**src/rtl/pipe_hazard_ctrl_pkg.sv**
```systemverilog
`default_nettype none
// ============================================================================
// Module      : pipe_pkg
// Description : Shared types and constants for the 5-stage pipeline hazard
//               control slice (sequencer states, register-zero, NOP word).
// Revision    : 1.0 - initial release
// ============================================================================
package pipe_pkg;

    // Sequencer states
    typedef enum logic [1:0] {
        RUN    = 2'd0,
        DRAIN  = 2'd1,
        HALTED = 2'd2
    } state_t;

    // R0 is hard-wired to zero and never produces a hazard
    localparam logic [3:0]  REG_ZERO  = 4'h0;

    // Encoding loaded into a pipeline register to squash its instruction
    localparam logic [15:0] NOP_INSTR = 16'h0000;

    // True when the ID instruction reads register addr (addr must be nonzero)
    function automatic logic reg_match(
        input logic [3:0] addr,
        input logic [3:0] rs,
        input logic [3:0] rt,
        input logic       rs_use,
        input logic       rt_use
    );
        return (addr != REG_ZERO) &&
               ((rs_use && (rs == addr)) || (rt_use && (rt == addr)));
    endfunction

endpackage
`default_nettype wire

```
**src/rtl/pipe_hazard_ctrl_raw_detect.sv**
```systemverilog
`default_nettype none
// ============================================================================
// Module      : raw_detect
// Description : Combinational RAW comparator of the ID sources against the
//               EX and MEM producers. With forwarding only a load in EX is a
//               hazard; without it any writing producer in EX or MEM is.
// Revision    : 1.0 - initial release
// ============================================================================
module raw_detect
    import pipe_pkg::*;
#(
    parameter bit FWD_EN = 1'b0
) (
    input  logic [3:0] rs_ID,
    input  logic [3:0] rt_ID,
    input  logic       rs_use_ID,
    input  logic       rt_use_ID,
    input  logic [3:0] dst_addr_EX,
    input  logic       we_rf_EX,
    input  logic       re_mem_EX,
    input  logic [3:0] dst_addr_MEM,
    input  logic       we_rf_MEM,
    output logic       hz_ex,
    output logic       hz_mem
);

    logic w_match_ex;
    logic w_match_mem;

    // Source/destination comparison against each producer stage
    always_comb begin
        w_match_ex  = reg_match(dst_addr_EX,  rs_ID, rt_ID, rs_use_ID, rt_use_ID);
        w_match_mem = reg_match(dst_addr_MEM, rs_ID, rt_ID, rs_use_ID, rt_use_ID);
    end

    // Qualify matches with write enables and the forwarding capability
    always_comb begin
        hz_ex  = we_rf_EX && w_match_ex && (FWD_EN ? re_mem_EX : 1'b1);
        hz_mem = FWD_EN ? 1'b0 : (we_rf_MEM && w_match_mem);
    end

endmodule
`default_nettype wire

```
**src/rtl/pipe_hazard_ctrl.sv**
```systemverilog
`default_nettype none
// ============================================================================
// Module      : pipe_hazard_ctrl
// Description : Central sequencer for the IF/ID/EX/MEM/WB pipeline. Stalls on
//               RAW hazards, squashes wrong-path instructions on taken
//               branches and jumps, drains the pipe on HLT and keeps
//               saturating stall/flush performance counters.
// Revision    : 1.0 - initial release
// ============================================================================
module pipe_hazard_ctrl
    import pipe_pkg::*;
#(
    parameter bit FWD_EN       = 1'b0,
    parameter int DRAIN_CYCLES = 3,
    parameter int CNT_W        = 16
) (
    input  logic             clk,
    input  logic             rst_n,
    input  logic [3:0]       rs_ID,
    input  logic [3:0]       rt_ID,
    input  logic             rs_use_ID,
    input  logic             rt_use_ID,
    input  logic             j_ctrl_ID,
    input  logic             hlt_ID,
    input  logic [3:0]       dst_addr_EX,
    input  logic             we_rf_EX,
    input  logic             re_mem_EX,
    input  logic [3:0]       dst_addr_MEM,
    input  logic             we_rf_MEM,
    input  logic             br_ctrl_EX,
    output logic             stall_pc,
    output logic             stall_if_id,
    output logic             flush_if_id,
    output logic             bubble_id_ex,
    output logic             jump_en,
    output logic             hlt,
    output logic [CNT_W-1:0] stall_cnt,
    output logic [CNT_W-1:0] flush_cnt
);

    localparam int                   c_DRAIN_W    = (DRAIN_CYCLES > 1) ? $clog2(DRAIN_CYCLES) : 1;
    localparam logic [c_DRAIN_W-1:0] c_DRAIN_LOAD = c_DRAIN_W'(DRAIN_CYCLES - 1);
    localparam logic [c_DRAIN_W-1:0] c_DRAIN_ONE  = c_DRAIN_W'(1);
    localparam logic [CNT_W-1:0]     c_CNT_ONE    = CNT_W'(1);
    localparam logic [CNT_W-1:0]     c_CNT_MAX    = {CNT_W{1'b1}};

    state_t               r_state;
    state_t               w_next_state;
    logic [c_DRAIN_W-1:0] r_drain_cnt;
    logic [c_DRAIN_W-1:0] w_next_drain;
    logic                 r_hlt;
    logic [CNT_W-1:0]     r_stall_cnt;
    logic [CNT_W-1:0]     r_flush_cnt;

    logic w_hz_ex;
    logic w_hz_mem;
    logic w_raw;
    logic w_stall_pc;
    logic w_stall_if_id;
    logic w_flush_if_id;
    logic w_bubble_id_ex;
    logic w_jump_en;
    logic w_stall_inc;
    logic w_flush_inc;

    raw_detect #(
        .FWD_EN (FWD_EN)
    ) u_raw_detect (
        .rs_ID        (rs_ID),
        .rt_ID        (rt_ID),
        .rs_use_ID    (rs_use_ID),
        .rt_use_ID    (rt_use_ID),
        .dst_addr_EX  (dst_addr_EX),
        .we_rf_EX     (we_rf_EX),
        .re_mem_EX    (re_mem_EX),
        .dst_addr_MEM (dst_addr_MEM),
        .we_rf_MEM    (we_rf_MEM),
        .hz_ex        (w_hz_ex),
        .hz_mem       (w_hz_mem)
    );

    assign w_raw = w_hz_ex | w_hz_mem;

    // Mealy control outputs and next-state selection by event priority
    always_comb begin
        w_stall_pc     = 1'b0;
        w_stall_if_id  = 1'b0;
        w_flush_if_id  = 1'b0;
        w_bubble_id_ex = 1'b0;
        w_jump_en      = 1'b0;
        w_stall_inc    = 1'b0;
        w_flush_inc    = 1'b0;
        w_next_state   = r_state;
        w_next_drain   = r_drain_cnt;
        case (r_state)
            RUN: begin
                if (br_ctrl_EX) begin
                    // Younger instructions in IF/ID are wrong-path: ignore their hazards/HLT
                    w_flush_if_id  = 1'b1;
                    w_bubble_id_ex = 1'b1;
                    w_flush_inc    = 1'b1;
                end else if (w_raw) begin
                    // A pending jump waits here so its target is taken only once
                    w_stall_pc     = 1'b1;
                    w_stall_if_id  = 1'b1;
                    w_bubble_id_ex = 1'b1;
                    w_stall_inc    = 1'b1;
                end else if (j_ctrl_ID) begin
                    w_jump_en      = 1'b1;
                    w_flush_if_id  = 1'b1;
                    w_flush_inc    = 1'b1;
                end else if (hlt_ID) begin
                    // HLT itself moves on into ID_EX as a NOP
                    w_stall_pc     = 1'b1;
                    w_stall_if_id  = 1'b1;
                    w_stall_inc    = 1'b1;
                    w_next_drain   = c_DRAIN_LOAD;
                    w_next_state   = (DRAIN_CYCLES <= 1) ? HALTED : DRAIN;
                end
            end
            DRAIN: begin
                w_stall_pc     = 1'b1;
                w_stall_if_id  = 1'b1;
                w_bubble_id_ex = 1'b1;
                w_stall_inc    = 1'b1;
                if (r_drain_cnt <= c_DRAIN_ONE) begin
                    w_next_drain = '0;
                    w_next_state = HALTED;
                end else begin
                    w_next_drain = r_drain_cnt - c_DRAIN_ONE;
                end
            end
            HALTED: begin
                w_stall_pc     = 1'b1;
                w_stall_if_id  = 1'b1;
                w_bubble_id_ex = 1'b1;
            end
            default: begin
                w_next_state = RUN;
                w_next_drain = '0;
            end
        endcase
    end

    // State, drain counter, sticky halt flag and saturating counters
    always_ff @(posedge clk or negedge rst_n) begin
        if (!rst_n) begin
            r_state     <= RUN;
            r_drain_cnt <= '0;
            r_hlt       <= 1'b0;
            r_stall_cnt <= '0;
            r_flush_cnt <= '0;
        end else begin
            r_state     <= w_next_state;
            r_drain_cnt <= w_next_drain;
            r_hlt       <= (w_next_state == HALTED);
            if (w_stall_inc && (r_stall_cnt != c_CNT_MAX)) begin
                r_stall_cnt <= r_stall_cnt + c_CNT_ONE;
            end
            if (w_flush_inc && (r_flush_cnt != c_CNT_MAX)) begin
                r_flush_cnt <= r_flush_cnt + c_CNT_ONE;
            end
        end
    end

    assign stall_pc     = w_stall_pc;
    assign stall_if_id  = w_stall_if_id;
    assign flush_if_id  = w_flush_if_id;
    assign bubble_id_ex = w_bubble_id_ex;
    assign jump_en      = w_jump_en;
    assign hlt          = r_hlt;
    assign stall_cnt    = r_stall_cnt;
    assign flush_cnt    = r_flush_cnt;

endmodule
`default_nettype wire

```
**config.mk**
```make
export PLATFORM = sky130hd
export DESIGN_NAME = pipe_hazard_ctrl
export DESIGN_NICKNAME = d
export VERILOG_FILES = /design/src/rtl/pipe_hazard_ctrl_pkg.sv /design/src/rtl/pipe_hazard_ctrl_raw_detect.sv /design/src/rtl/pipe_hazard_ctrl.sv
export SDC_FILE = /design/constraint.sdc
export NUM_CORES = 1
export LEC_CHECK = 0
export CAP_MARGIN = 20
export CORE_MARGIN = 5
export CORE_UTILIZATION = 45
export CTS_BUF_LIST = sky130_fd_sc_hd__clkbuf_8
export CTS_CLUSTER_SIZE = 30
export DETAILED_ROUTE_END_ITERATION = 12
export PLACE_DENSITY = 0.89
export SETUP_SLACK_MARGIN = 0.02
export SLEW_MARGIN = 30
export SYNTH_ARGS = -nofsm -noshare
export SYNTH_HDL_FRONTEND = slang
export SYNTH_HIERARCHICAL = 1
export SYNTH_SLANG_ARGS = --single-unit
export TNS_END_PERCENT = 20
```
**constraint.sdc**
```tcl
create_clock -name clk -period 3.2 [get_ports clk]
set_input_delay 0.64 -clock clk [delete_from_list [all_inputs] [get_ports clk]]
set_output_delay 0.64 -clock clk [all_outputs]
set_load 0.01 [all_outputs]
```
[Word level (Yosys, flattened, before mapping)]
Cells that the tools add are included.
Word-level totals
  register bits: 37
Cells by class
  add/subtract/negate cells: 3
  magnitude comparators: 1
  eq/ne operators: 13
  multiplexer cells: 27
  bitwise logic cells: 2
  reduce and logical (&&, ||, !) cells: 17
Operators by type and width (number)
  16-bit by 1-bit adder with 16-bit output, second input constant: 2
  16-bit inequality test, second input constant: 2
  2-bit 2-to-1 mux: 10
  4-bit == test: 4
  1-bit 2-to-1 mux: 12
  2-bit case mux with 3 select lines: 2
  1-bit logical AND: 10
  2-bit inequality test, second input constant: 4
  4-bit nonzero test: 2
  1-bit case mux with 2 select lines: 3
  5-bit AND reduction: 1
  2-bit == test, second input constant: 2
  2-bit by 1-bit == test with 1-bit output, second input constant: 1
  2-bit by 1-bit <= comparator with 1-bit output, second input constant: 1
  2-bit logical NOT: 1
  1-bit logical OR: 2
  2-bit OR reduction: 1
  2-bit by 1-bit subtractor with 2-bit output, second input constant: 1
  1-bit inverter: 1
  1-bit OR: 1

[Logic depth before layout (Yosys ltp)]
Gate-level depths: netlist of the first run.
  word-level depth: 10
  mapped depth: 10
  mapped depth without buffers: 10

[Modules after synthesis]
The synthesis of the first run kept the hierarchy.
Modules (own cells, without submodules)
  pipe_hazard_ctrl: instances 1, cells each 181, area each 1839.3 um2, sequential area each 925.9 um2
  raw_detect: instances 1, cells each 28, area each 207.7 um2, sequential area each 0.0 um2

[Least setup slack after synthesis of the first run]
OpenSTA, ideal clock, no wires.
  kind: input to output
  start point: input rt_ID[1]
  end point: output stall_pc
  arrival: 1.945 ns
  slack: 0.615 ns
  stages on the path: 9
  buffers on the path: 1
  path through: xor2_1 nor3_1 nand3_1 a21oi_1 nor2_1 a21oi_1 nor2_1 nor2_1 buf_4
Between the ends
  word-level cells in the longest chain between the ends: 9
Ends and longest elaborated chain
  from (decl): RTL line pipe_hazard_ctrl.sv:20  | input logic [3:0] rt_ID,
  4-bit == test: RTL line pipe_hazard_ctrl_pkg.sv:32  | ((rs_use && (rs == addr)) || (rt_use && (rt == addr)));
  1-bit logical AND: RTL line pipe_hazard_ctrl_pkg.sv:32
  1-bit logical OR: RTL line pipe_hazard_ctrl_pkg.sv:32
  1-bit logical AND: RTL line pipe_hazard_ctrl_pkg.sv:31  | return (addr != REG_ZERO) &&
  1-bit logical AND: RTL line pipe_hazard_ctrl_raw_detect.sv:39  | hz_mem = FWD_EN ? 1'b0 : (we_rf_MEM && w_match_mem);
  via w_hz_mem: RTL line pipe_hazard_ctrl.sv:56  | logic w_hz_mem;
  1-bit OR: RTL line pipe_hazard_ctrl.sv:82  | assign w_raw = w_hz_ex | w_hz_mem;
  1-bit 2-to-1 mux (2 in a row)
  1-bit case mux with 2 select lines
  to (decl): RTL line pipe_hazard_ctrl.sv:31  | output logic stall_pc,
The timed path passes the listed nets, and every way through them passes these cells.

[Final worst setup path of the first run]
  start point: input rt_ID[1]
  end point: output bubble_id_ex
Between the ends
  word-level cells in the longest chain between the ends: 9
Ends and longest elaborated chain
  4-bit == test: RTL line pipe_hazard_ctrl_pkg.sv:32
  1-bit logical AND: RTL line pipe_hazard_ctrl_pkg.sv:32
  1-bit logical OR: RTL line pipe_hazard_ctrl_pkg.sv:32
  1-bit logical AND: RTL line pipe_hazard_ctrl_pkg.sv:31
  1-bit logical AND: RTL line pipe_hazard_ctrl_raw_detect.sv:39
  via w_hz_mem: RTL line pipe_hazard_ctrl.sv:56
  1-bit OR: RTL line pipe_hazard_ctrl.sv:82
  1-bit 2-to-1 mux: RTL line pipe_hazard_ctrl.sv:102  | end else if (w_raw) begin
  1-bit 2-to-1 mux: RTL line pipe_hazard_ctrl.sv:97  | if (br_ctrl_EX) begin
  1-bit case mux with 2 select lines: RTL line pipe_hazard_ctrl.sv:95  | case (r_state)
  to (decl): RTL line pipe_hazard_ctrl.sv:34  | output logic bubble_id_ex,
The timed path passes the listed nets, and every way through them passes these cells.

==> impl_metrics.yaml, run 1 <==
status:
  run_status: "finished, final reports clean"
global_routing:
  pin_count_of_the_biggest_net_entering_global_routing: 38
  antenna_violations_before_repair: 0
  globalRouteTotalUtil_pct: 17.2
  first_global_vias: 1857
  overflow: 0
  grt_pass1_wl_mm: 8.63
layout:
  layout-drive-gt1-share_pct: 12.2
  n_fill_cell: 339
  layout_commonest_cell: "clkdlybuf4s50_1"
  multiInputGateArea_um2: 1120
  finish.cell_count_without_fillers: 338
  synthesis_to_finish_area_growth_pct: 44.6
  layout.cells.most_common_list: "clkdlybuf4s50_1 (48), dfrtp_1 (37), xnor2_1 (24)"
  finish.net_count: 317
  layout.area.seq_um2: 926
  design_area_um2: 2960
  num_antenna_cells: 0
clocking:
  cts_sinks: 37
  clock_tree.buffer_depth: 2
  clkLatencyLatePin_ns: 0.29
  clock_tree.htree_level_count: 2
  cts_tree: "yes"
  clk_transition_reported_paths_ns: 0.07
  tritoncts.num_buffers: 5
  root_buffer: "clkbuf_8"
timing:
  slew_viol_final: 0
  max_slew_margin_pct: 66.1
  rsz_0062_raised_after_global_routing: "yes"
  finalCritPeriodShare_pct: 98.0
  max_freq_ghz: 0.319
  fin_worst_skew_ns: 0.00547
  hold_viol_final: 0
  period_minus_slack_ns: 3.14
  finalSetupViolCount: 0
  worst-slew-pin-transition_ns: 0.503
  hold_slack_ns: 0.496
yosys:
  synth_seq_cells: 37
  yosysUniqueCellTypes: 31
  yosys_warnings: 6
  synth_edf_count: 0
  synth_flop_cell: "dfrtp_1"
  synth-async-reset-ratio_pct: 100
  syn_area_um2: 2050
  mappedNetlistNets: 241
  avgSynthCellArea_um2: 9.79
  netlist_instances: 209
  synth_sequential_area_ratio_pct: 45.2
placement:
  placedInstanceArea_um2: 2770
  post-dp-hpwl_mm: 3.76
  port-buffer-count: 62
  dp_cells: 329
  gp_congestion: 0.828
floorplanning:
  die-width_um: 77.4
  io_pins: 64
  floorplan.initialDensity_pct: 46.7
  dieHeight_um: 77.4
  core.rowCount: 24
  floorplan.die_area_um2: 6000
  core_region_area_um2: 4380
routing:
  first_pass_iters: 4
  via_total_after_detailed_routing: 1824
  total_length_of_routed_wires_mm: 5.15
  vias_per_cell: 5.40
  antenna_left: 0
  first_iter_violations: 45
  avgRoutedWirePerCell_um: 15.2
  remaining_drc_errors: 0
critical_path:
  critical_path.startpoint_type: "input pin"
  critPathRequiredTime_ns: 2.56
  critPathArrivalTime_ns: 2.50
  critical_path_class: "in2out"
  worst-path-max-fanout: 3
  critPathCaptureType: "primary output"
power:
  vdd_ir_drop_max_mv: 0.285
  power.static_leakage_nw: 1.36
  total_power_divided_by_cell_area_nw_per_um2: 327
worst_hold_path:
  holdCritPathClass: "reg2reg"
run:
  drv_cap: 0
==> cells in the mapped netlist (all sizes together) (2+ instances only) <==
master | number | area share [%]
or2 | 2 | 0.61
inv | 7 | 1.3
o41ai | 2 | 0.86
nand3 | 10 | 2.4
nor3 | 7 | 1.7
nor3b | 2 | 0.73
xnor2 | 24 | 10
buf | 3 | 1.3
nand4 | 18 | 5.5
ha | 6 | 3.7
dfrtp | 37 | 45
xor2 | 20 | 8.6
and3 | 7 | 2.1
nand2 | 19 | 3.5
mux2 | 2 | 1.1
or2b | 2 | 0.86
a21oi | 8 | 2.1
o21ai | 7 | 1.7
nor2 | 17 | 3.1
==> critical path: stages <==
cell	delay [ns]
clkdlybuf4s50_1	0.52
xor2_1	0.17
nor3_1	0.07
nand3_1	0.10
a21oi_2	0.09
or3_4	0.42
a21oi_2	0.15
nor2_1	0.04
dlygate4sd2_1	0.28
==> layer usage <==
layer  up-vias  GRT usage, %  wire [um]
li1        885             -          -
met1       882          22.8       2330
met2        53          27.9       2460
met3         4          5.44        337
met4         0          3.61         25
met5         -             0          0
==> stage by stage <==
step,power (mW),utilization (%),setup slack (ns),setup TNS [ns]
2_1_floorplan,0.499,-,0.615,0
3_3_place_gp,0.555,63.3,-0.261,-1.14
3_5_place_dp,0.556,63.3,-0.340,-1.43
4_1_cts,0.969,66.4,-0.162,-0.163
5_1_grt,0.998,67.5,-0.0360,-0.0360
6_report,0.967,67.5,0.0629,0
==> flip-flops by register name, summed over array words and instances, names as in the netlist <==
register / cells
r_state: 2
flush_cnt: 16
r_drain_cnt: 2
hlt: 1
stall_cnt: 16
==> power by group <==
group,switching [mW],internal (mW),total [mW]
Clock,0.162,0.251,0.413
Combinational,0.0398,0.0464,0.0862
Sequential,0,0.467,0.467
==> final cells by class <==
class                           instances  share of cell area [%]
Multi-Input combinational cell        162                    37.9
Sequential cell                        37                    31.3
Timing Repair Buffer                   72                    23.8
Clock buffer                            6                    2.79
Tap cell                               52                    2.20
Clock inverter                          2                    1.14
Inverter                                7                   0.888
==> path summary, 6_finish.rpt <==
kind | from | end | slack (ns) | depth (start not counted)
min in group asynchronous | rst_n | stall_cnt[9] | 0.77 | 2
max reg2reg | r_state[1] | stall_cnt[1] | 0.97 | 7
min | flush_cnt[4] | flush_cnt[4] | 0.50 | 1
min reg2reg | flush_cnt[4] | flush_cnt[4] | 0.50 | 1
max in group asynchronous | rst_n | flush_cnt[15] | 2.10 | 2
max | rt_ID[1] | bubble_id_ex | 0.06 | 9
==> timing repair <==
action,4_1_cts,5_1_grt
endpoints found under the setup margin,5,5
pin swaps,3,8
gates resized for setup,13,17
endpoints found under the hold margin,0,0
setup buffers,0,1
hold buffers,0,0
cloned,0,0
==> kinds of logic (layout without fill, tap and decap cells) <==
logic type / count (synthesis) / count (layout) / share of synthesized area, %
AOI/OAI and AO/OA: 23 / 23 / 7.03
xor gates and xnor gates: 44 / 44 / 18.8
adders and majority gates: 6 / 6 / 3.67
buffers and inverters: 10 / 87 / 2.57
DFF: 37 / 37 / 45.2
muxes: 2 / 2 / 1.10
and+or+nand+nor: 87 / 87 / 21.6
No activity file was read; power rests on OpenSTA's default activity.
==> run 2, diff against run 1 <==
--- a/config.mk
+++ b/config.mk
@@ -7,12 +7,13 @@
 export LEC_CHECK = 0
 export CAP_MARGIN = 20
 export CORE_MARGIN = 5
-export CORE_UTILIZATION = 45
+export CORE_UTILIZATION = 52
 export CTS_BUF_LIST = sky130_fd_sc_hd__clkbuf_8
 export CTS_CLUSTER_SIZE = 30
 export DETAILED_ROUTE_END_ITERATION = 12
-export PLACE_DENSITY = 0.89
+export PLACE_DENSITY = 0.95
 export SETUP_SLACK_MARGIN = 0.02
+export SKIP_LAST_GASP = 1
 export SLEW_MARGIN = 30
 export SYNTH_ARGS = -nofsm -noshare
 export SYNTH_HDL_FRONTEND = slang
==> impl_metrics.yaml, run 2 (same netlist as run 1, synthesis figures left out) <==
layout:
  synthesis_to_finish_area_growth_pct: 40.8
  layout_commonest_cell: "clkdlybuf4s50_1"
  layout.cells.most_common_list: "clkdlybuf4s50_1 (54), dfrtp_1 (37), xnor2_1 (24)"
  n_fill_cell: 271
  num_antenna_cells: 0
  finish.cell_count_without_fillers: 335
  layout-drive-gt1-share_pct: 10.1
  finish.net_count: 319
floorplanning:
  die-width_um: 72.7
  floorplan.initialDensity_pct: 54.7
  io_pins: 64
  floorplan.die_area_um2: 5290
  dieHeight_um: 72.7
  core.rowCount: 22
  core_region_area_um2: 3740
timing:
  fin_tns_setup_ns: -0.259
  max_slew_margin_pct: 47.6
  rsz_0062_raised_after_global_routing: "yes"
  period_minus_slack_ns: 3.34
  setup_slack_ns: -0.138
  worst-slew-pin-transition_ns: 0.786
  fin_worst_skew_ns: 0.00695
  max_freq_ghz: 0.300
  slew_viol_final: 0
  finalCritPeriodShare_pct: 104
  hold_viol_final: 0
  finalSetupViolCount: 3
clocking:
  root_buffer: "clkbuf_8"
  clock_tree.htree_level_count: 2
  clkLatencyLatePin_ns: 0.29
  clock_tree.buffer_depth: 2
  postCtsHoldBufs: 0
  tritoncts.num_buffers: 5
  cts_tree: "yes"
  clk_transition_reported_paths_ns: 0.06
  cts_sinks: 37
power:
  clock_power_share_pct: 36.8
  vdd_ir_drop_max_mv: 0.306
  switching_portion_of_total_power_pct: 21.7
  power_share_of_the_combinational_group_pct: 9.3
  power_frac_seq_pct: 53.9
  power.static_leakage_nw: 1.27
  net-switching-power_mw: 0.188
  internal-power_mw: 0.679
  total_power_divided_by_cell_area_nw_per_um2: 301
critical_path:
  critical_path.startpoint_type: "input pin"
  critPathCaptureType: "primary output"
  worst-path-max-fanout: 3
  critical_path_class: "in2out"
  critPathRequiredTime_ns: 2.56
  critPathArrivalTime_ns: 2.70
placement:
  gp_congestion: 0.872
  dp_cells: 326
  port-buffer-count: 62
  post-dp-hpwl_mm: 3.83
routing:
  avgRoutedWirePerCell_um: 15.6
  via_total_after_detailed_routing: 1806
  total_length_of_routed_wires_mm: 5.22
  antenna_left: 0
  remaining_drc_errors: 0
  first_pass_iters: 4
  first_iter_violations: 67
  vias_per_cell: 5.39
run:
  drv_cap: 0
global_routing:
  grt_pass1_wl_mm: 8.91
  first_global_vias: 1943
  globalRouteTotalUtil_pct: 21.4
  overflow: 0
  antenna_violations_before_repair: 0
  pin_count_of_the_biggest_net_entering_global_routing: 38
status:
  run_status: "finished with violations"
  failing_checks: "negative setup slack"
worst_hold_path:
  holdCritPathClass: "in2async"
[run 2: changes by cell type in the layout (fill, tap and decap cells not counted), sizes merged]
cell / change
buf: +2
clkdlybuf4s50: +6
bufinv: -1
dlymetal6s2s: -8
clkbuf: -1
dlygate4sd2: +3
[run 2: metal layers]
| metal | wire length [um] | up-vias | GRT usage, % | share of wire (%) |
|---|---|---|---|---|
| li1 | - | 881 | - | - |
| met1 | 2270 | 856 | 26.3 | 43 |
| met2 | 2510 | 60 | 35.9 | 48 |
| met3 | 368 | 9 | 7.16 | 7.0 |
| met4 | 82 | 0 | 5.94 | 1.6 |
| met5 | 0 | - | 0 | 0 |
[run 2: power by group through the flow]
stage	clock network [mW]	registers, mW	logic (mW)
3_5_place_dp	0	0.476	0.0793
4_1_cts	0.325	0.468	0.0807
6_report	0.319	0.468	0.0807
3_3_place_gp	0	0.476	0.0770
2_1_floorplan	0	0.477	0.0222
5_1_grt	0.348	0.467	0.0880
[run 2: critical path, cell delays in order]
cell and delay (ns):
clkdlybuf4s50_1 0.55, xor2_1 0.17, nor3_1 0.07, nand3_1 0.10, a21oi_2 0.08, or3_1 0.42
nor2_1 0.12, clkdlybuf4s50_1 0.54
[run 2: timing repair]
item,CTS,global route
endpoints found under the setup margin,5,5
setup buffers,1,1
cloned,0,0
pin swaps,1,1
gates resized for setup,10,1
[run 2: worst paths after layout]
check / start / end / slack (ns) / cells after the start
min in group clk: flush_cnt[15] / flush_cnt[15] / 0.49 / 1
hold reg to reg: flush_cnt[15] / flush_cnt[15] / 0.49 / 1
setup / recovery: dst_addr_MEM[2] / jump_en / -0.14 / 8
setup reg to reg: r_state[1] / stall_cnt[1] / 0.92 / 7
max in group asynchronous: rst_n / r_state[1] / 2.27 / 1
hold / removal: rst_n / stall_cnt[0] / 0.43 / 1
[run 2: cell type report]
type                    count  area, um2  share of cell area [%]
well taps                  48       60.1                    2.08
inverters                   7       26.3                   0.911
clock buffers               6       82.6                    2.86
clock inverters             1       3.75                   0.130
repair buffers             74        701                    24.3
multi-input cells         162       1080                    37.6
flip-flops and latches     37        926                    32.1
[run 2: stage by stage]
step / hold WS (ns) / utilization, % / total power [mW] / instance area (um2) / setup slack, ns
2_1_floorplan: 0.344 / - / 0.499 / 2050 / 0.615
6_report: 0.430 / 77.0 / 0.868 / 2880 / -0.138
3_3_place_gp: 0.477 / 74.0 / 0.553 / 2770 / -0.247
5_1_grt: 0.503 / 77.0 / 0.903 / 2880 / -0.253
3_5_place_dp: 0.485 / 74.0 / 0.556 / 2770 / -0.354
4_1_cts: 0.468 / 76.7 / 0.873 / 2870 / -0.152
==> edit 1 (flow settings as in run 1) <==
Set the parameter `CNT_W` to 14 (it was 16).
--- a/src/rtl/pipe_hazard_ctrl.sv
+++ b/src/rtl/pipe_hazard_ctrl.sv
@@ -12,7 +12,7 @@
 #(
     parameter bit FWD_EN       = 1'b0,
     parameter int DRAIN_CYCLES = 3,
-    parameter int CNT_W        = 16
+    parameter int CNT_W        = 14
 ) (
     input  logic             clk,
     input  logic             rst_n,
Interface: changed (resized flush_cnt and stall_cnt); port bits go from 64 to 60. The function was not compared with the original's and may differ.
==> edit 1 against run 1 <==
- area after synthesis decreased by 5.0%
- final area decreased by 5.6%
- sequential cell count decreased by 4
- hold slack got worse by 0.0011 ns
- setup slack improved by 0.045 ns
- synthesized cell count decreased by 10%
- utilization decreased by 2.0 points
- wire length decreased by 6.8%
- critical endpoint unchanged
- critical path type unchanged
- count of clock-buffer cells in the layout unchanged
Power is not compared: it rests on default switching activity, and its combinational part moved more than twofold at a synthesized area within 25%.
==> edit 1: results (changes against run 1) <==
{| class="wikitable"
! Metric !! Value
|-
| Overall die width || 75.8 um (-2.2%)
|-
| Total area of multi-input combinational cells || 0.00112 mm^2 (-0.56%)
|-
| Cell types with the largest area share after synthesis || sky130_fd_sc_hd__dfrtp_1, sky130_fd_sc_hd__xor2_1, sky130_fd_sc_hd__xnor2_1
|-
| Data arrival time of the worst path || 2.45 ns (-0.05 ns)
|-
| Met3 WL post-DR || 187 um (-45%)
|-
| Crit Reg-Reg Endpoint || stall_cnt[13]
|-
| Fill cells || 344 (+1.5%)
|-
| Met2 Use GR || 31.1% (+3.2 points)
|-
| #MultiIn Comb || 146 (-9.9%)
|-
| Worst setup skew after layout || 0.00340 ns (-0.00206 ns)
|-
| Share of post-route cells with drive strength above 1 || 15.9% (+3.7 points)
|-
| Pin count of the biggest net entering global routing || 34 (-11%)
|-
| Routed Wire Length || 4.80 mm (-6.8%)
|-
| Post-synthesis sequential area ratio || 42.4% (-2.8 points)
|-
| Clk tree area frac || 3.09% (-0.84 points)
|-
| Start point of the critical path || rt_ID[2]
|-
| Status || completed
|-
| Data buffer area share || 24.0% (+0.24 points)
|-
| Final estimated routing congestion in global placement || 0.881 (+6.4%)
|-
| Half-perimeter wire length of the detailed placement result || 3.56 mm (-5.4%)
|-
| Post-layout net count || 297 (-6.3%)
|-
| Worst hold slack || 0.495 ns (-0.00113 ns)
|-
| Fraction of area in multi-input gates || 39.9% (+2.0 points)
|-
| Synthesized area per cell || 10.3 um^2 (+5.7%)
|-
| Overall power || 1.75 mW
|-
| GR met1 Demand/Resource || 20.4% (-2.4 points)
|-
| Met2 wire length || 2.46 mm (+0.16%)
|-
| Combined global-route utilization of all metal layers || 17.6% (+0.33 points)
|-
| Reg-to-reg startpoint || r_state[0]
|-
| Post-Synthesis Net Count || 221 (-8.3%)
|-
| Post_cts resized || 9 (-4)
|-
| First-pass GRT wire length || 7.58 mm (-12%)
|-
| Pre-CTS worst setup slack || -0.365 ns (-0.0252 ns)
|-
| CTS Sinks || 33 (-11%)
|-
| Unique masters post-synth || 40 (+29%)
|-
| Routed metal-1 wire length || 2.04 mm (-13%)
|-
| Met3 usage in global routing || 3.56% (-1.9 points)
|-
| Rel. slew slack || 71.5% (+5.3 points)
|-
| Most numerous cell types in the synthesized netlist || sky130_fd_sc_hd__dfrtp_1, sky130_fd_sc_hd__xor2_1, sky130_fd_sc_hd__xnor2_1
|-
| Area used by sequential logic in the layout || 826 um^2 (-11%)
|-
| Number of inverters outside the clock class in the layout || 8 (+1)
|}
## edit 1: cell count changes in the layout (fill, tap and decap cells not counted), moves of 3 or more
cell                                    run 1  this run
sky130_fd_sc_hd__xnor2_1                   24        18
sky130_fd_sc_hd__dfrtp_1                   37        33
sky130_fd_sc_hd__nand2_1                   19        11
sky130_fd_sc_hd__nand4_1                   18         6
sky130_fd_sc_hd__dlymetal6s2s_1             9         6
sky130_fd_sc_hd__nor2_1                    16        13
sky130_fd_sc_hd__nand3_1                   10        13
sky130_fd_sc_hd__and3_1                     7         2
## edit 1: kinds of logic (layout without fill, tap and decap cells)
group           count (synthesis)  in the layout  synth area share, %
simple gates                   69             69                 19.9
xor+xnor                       39             39                 17.6
flops                          33             33                 42.4
compound gates                 28             28                 11.5
buf+inv                         9             85                 1.93
fa+ha+maj                       7              7                 4.50
mux                             3              3                 2.12
==> edit 2 (config.mk and constraints of run 1) <==
Made on the original files. Make the reset (`rst_n`) synchronous in one clocked block.
--- a/src/rtl/pipe_hazard_ctrl.sv
+++ b/src/rtl/pipe_hazard_ctrl.sv
@@ -143,7 +143,7 @@
     end
 
     // State, drain counter, sticky halt flag and saturating counters
-    always_ff @(posedge clk or negedge rst_n) begin
+    always_ff @(posedge clk) begin
         if (!rst_n) begin
             r_state     <= RUN;
             r_drain_cnt <= '0;
Function: differs if rst_n is asserted again (counterexample within 4 cycles, from zero or initial values and one cycle with rst_n low); with rst_n held inactive, the same outputs for 10 cycles.
==> edit 2 against run 1 <==
- the flow now finishes with violations (negative setup slack)
- wire length grew 16%
- area after synthesis grew 6.7%
- count of clock-buffer cells in the layout grew 1
- utilization shrank 0.56 points
- setup slack lost 0.10 ns
- final area grew 6.8%
- sequential cell count is the same
- synthesized cell count grew 25%
Power is not compared: it rests on default switching activity, and its combinational part moved more than twofold at a synthesized area within 25%.
==> edit 2: results (changes against run 1) <==
{| class="wikitable"
! Metric !! Value
|-
| First-pass GRT wire length || 9.83 mm (+14%)
|-
| Fraction of registers with async set or reset after synthesis || 0% (-100 points)
|-
| Via count of the first global-routing pass || 2204 (+19%)
|-
| Number of instances in the placed design || 400 (+22%)
|-
| Cell types with the largest area share after synthesis || sky130_fd_sc_hd__dfxtp_1, sky130_fd_sc_hd__xor2_1, sky130_fd_sc_hd__xnor2_1
|-
| Synthesized area per cell || 8.37 um^2 (-15%)
|-
| Post-Synthesis Net Count || 294 (+22%)
|-
| Fill cells || 364 (+7.4%)
|-
| Max incr delay on CP || 0.45 ns (-0.07 ns)
|-
| Final estimated routing congestion in global placement || 0.826 (-0.30%)
|-
| Combined global-route utilization of all metal layers || 19.1% (+1.8 points)
|-
| Reg-to-reg startpoint || r_state[1]
|-
| Share of post-route cells with drive strength above 1 || 13.4% (+1.1 points)
|-
| Start point of the critical path || rt_ID[0]
|-
| Slew at the pin with the worst max-slew slack || 0.867 ns (+0.364 ns)
|-
| Pin count of the biggest net entering global routing || 21 (-45%)
|-
| Violated checks || negative setup slack
|-
| Final number of setup-violating endpoints || 3 (+3)
|-
| First-pass iteration count of the detailed router || 4 (unchanged)
|-
| Status || complete, but fails checks
|-
| Number of DRC markers in iteration 0 || 184 (+310%)
|-
| Worst-case setup margin in the final layout || -0.0413 ns (-0.104 ns)
|-
| Sum of negative setup slack || -0.0711 ns (-0.0711 ns)
|-
| Instance area after placement || 0.00298 mm^2 (+7.6%)
|-
| Hold path start || r_drain_cnt[1]
|-
| Avg Vias per Cell || 5.64 (+4.5%)
|-
| Routed Wire Length || 5.98 mm (+16%)
|-
| Post-synthesis sequential area ratio || 33.9% (-11 points)
|-
| Half-perimeter wire length of the detailed placement result || 4.52 mm (+20%)
|-
| Post-layout net count || 376 (+19%)
|-
| Pre-CTS worst setup slack || -0.373 ns (-0.0328 ns)
|-
| Most numerous cell types in the synthesized netlist || sky130_fd_sc_hd__dfxtp_1, sky130_fd_sc_hd__nor2_1, sky130_fd_sc_hd__a21oi_1
|-
| Synth Flop Type || sky130_fd_sc_hd__dfxtp_1
|-
| Data arrival time of the worst path || 2.60 ns (+0.10 ns)
|}
edit 2: cell count changes in the layout (fill, tap and decap cells not counted), moves of 8 or more:
cell / before / now
sky130_fd_sc_hd__dfrtp_1: 37 / 0
sky130_fd_sc_hd__dfxtp_1: 0 / 37
sky130_fd_sc_hd__a21oi_1: 3 / 18
sky130_fd_sc_hd__xnor2_1: 24 / 12
sky130_fd_sc_hd__nand4_1: 18 / 7
sky130_fd_sc_hd__buf_4: 10 / 20
sky130_fd_sc_hd__or4_1: 0 / 10
sky130_fd_sc_hd__nor2_1: 16 / 24
edit 2: repair_timing:
| item | in CTS | in global routing |
|---|---|---|
| endpoints found under the setup margin | 5 | 9 |
| buffers inserted | 1 | 2 |
| pin swaps | 2 | 5 |
| resized for setup | 20 | 8 |
edit 2: cells by family (layout without fill, tap and decap cells):
group,count (synthesis),in the layout,synth area share (%)
buffers and inverters,18,101,3.32
multiplexers,4,4,1.83
adder cells (fa/ha/maj),7,7,4.01
flip-flops,37,37,33.9
XOR/XNOR,27,27,10.8
AO/OA/AOI/OAI,59,59,18.1
AND/OR/NAND/NOR,109,109,28.0
edit 2: cell type report:
cell class | count | area, um^2 | share of cell area, %
clock buffers | 7 | 96.3 | 3.05
well taps | 67 | 83.8 | 2.65
inverters | 11 | 41.3 | 1.31
clock inverters | 1 | 5.00 | 0.158
multi-input cells | 206 | 1440 | 45.5
repair buffers | 82 | 758 | 24.0
flip-flops and latches | 37 | 741 | 23.4
edit 2: power by group through the flow:
stage                     Sequential (mW)  Clock (mW)  Combinational [mW]
after global routing                0.516       0.384               0.358
after global placement              0.520           0               0.318
final                               0.511       0.353               0.328
after detailed placement            0.521           0               0.329
after floorplan                     0.524           0               0.163
after CTS                           0.511       0.362               0.325
edit 2: per-layer routing:
layer	global-route usage, %	vias up	wire, um
li1	-	1137	-
met1	23.0	1095	2490
met2	33.7	71	3110
met3	3.50	15	276
met4	6.36	0	103
met5	0	-	0
edit 2: final timing paths:
kind                                  endpoint  slack (ns)  depth (start not counted)
worst min register to register  r_drain_cnt[1]        0.49                          2
worst max register to register    stall_cnt[9]        1.02                          7
worst max-delay path               flush_if_id       -0.04                         10
worst min-delay path            r_drain_cnt[1]        0.49                          2
edit 2: worst register-to-register path, cell delays in order (launching register included):
cell and delay (ns):
sky130_fd_sc_hd__dfxtp_1 0.35, sky130_fd_sc_hd__inv_1 0.11, sky130_fd_sc_hd__ha_1 0.39, sky130_fd_sc_hd__o311a_2 0.27
sky130_fd_sc_hd__buf_4 0.16, sky130_fd_sc_hd__o21ai_2 0.14, sky130_fd_sc_hd__or4_1 0.54, sky130_fd_sc_hd__a21oi_1 0.14
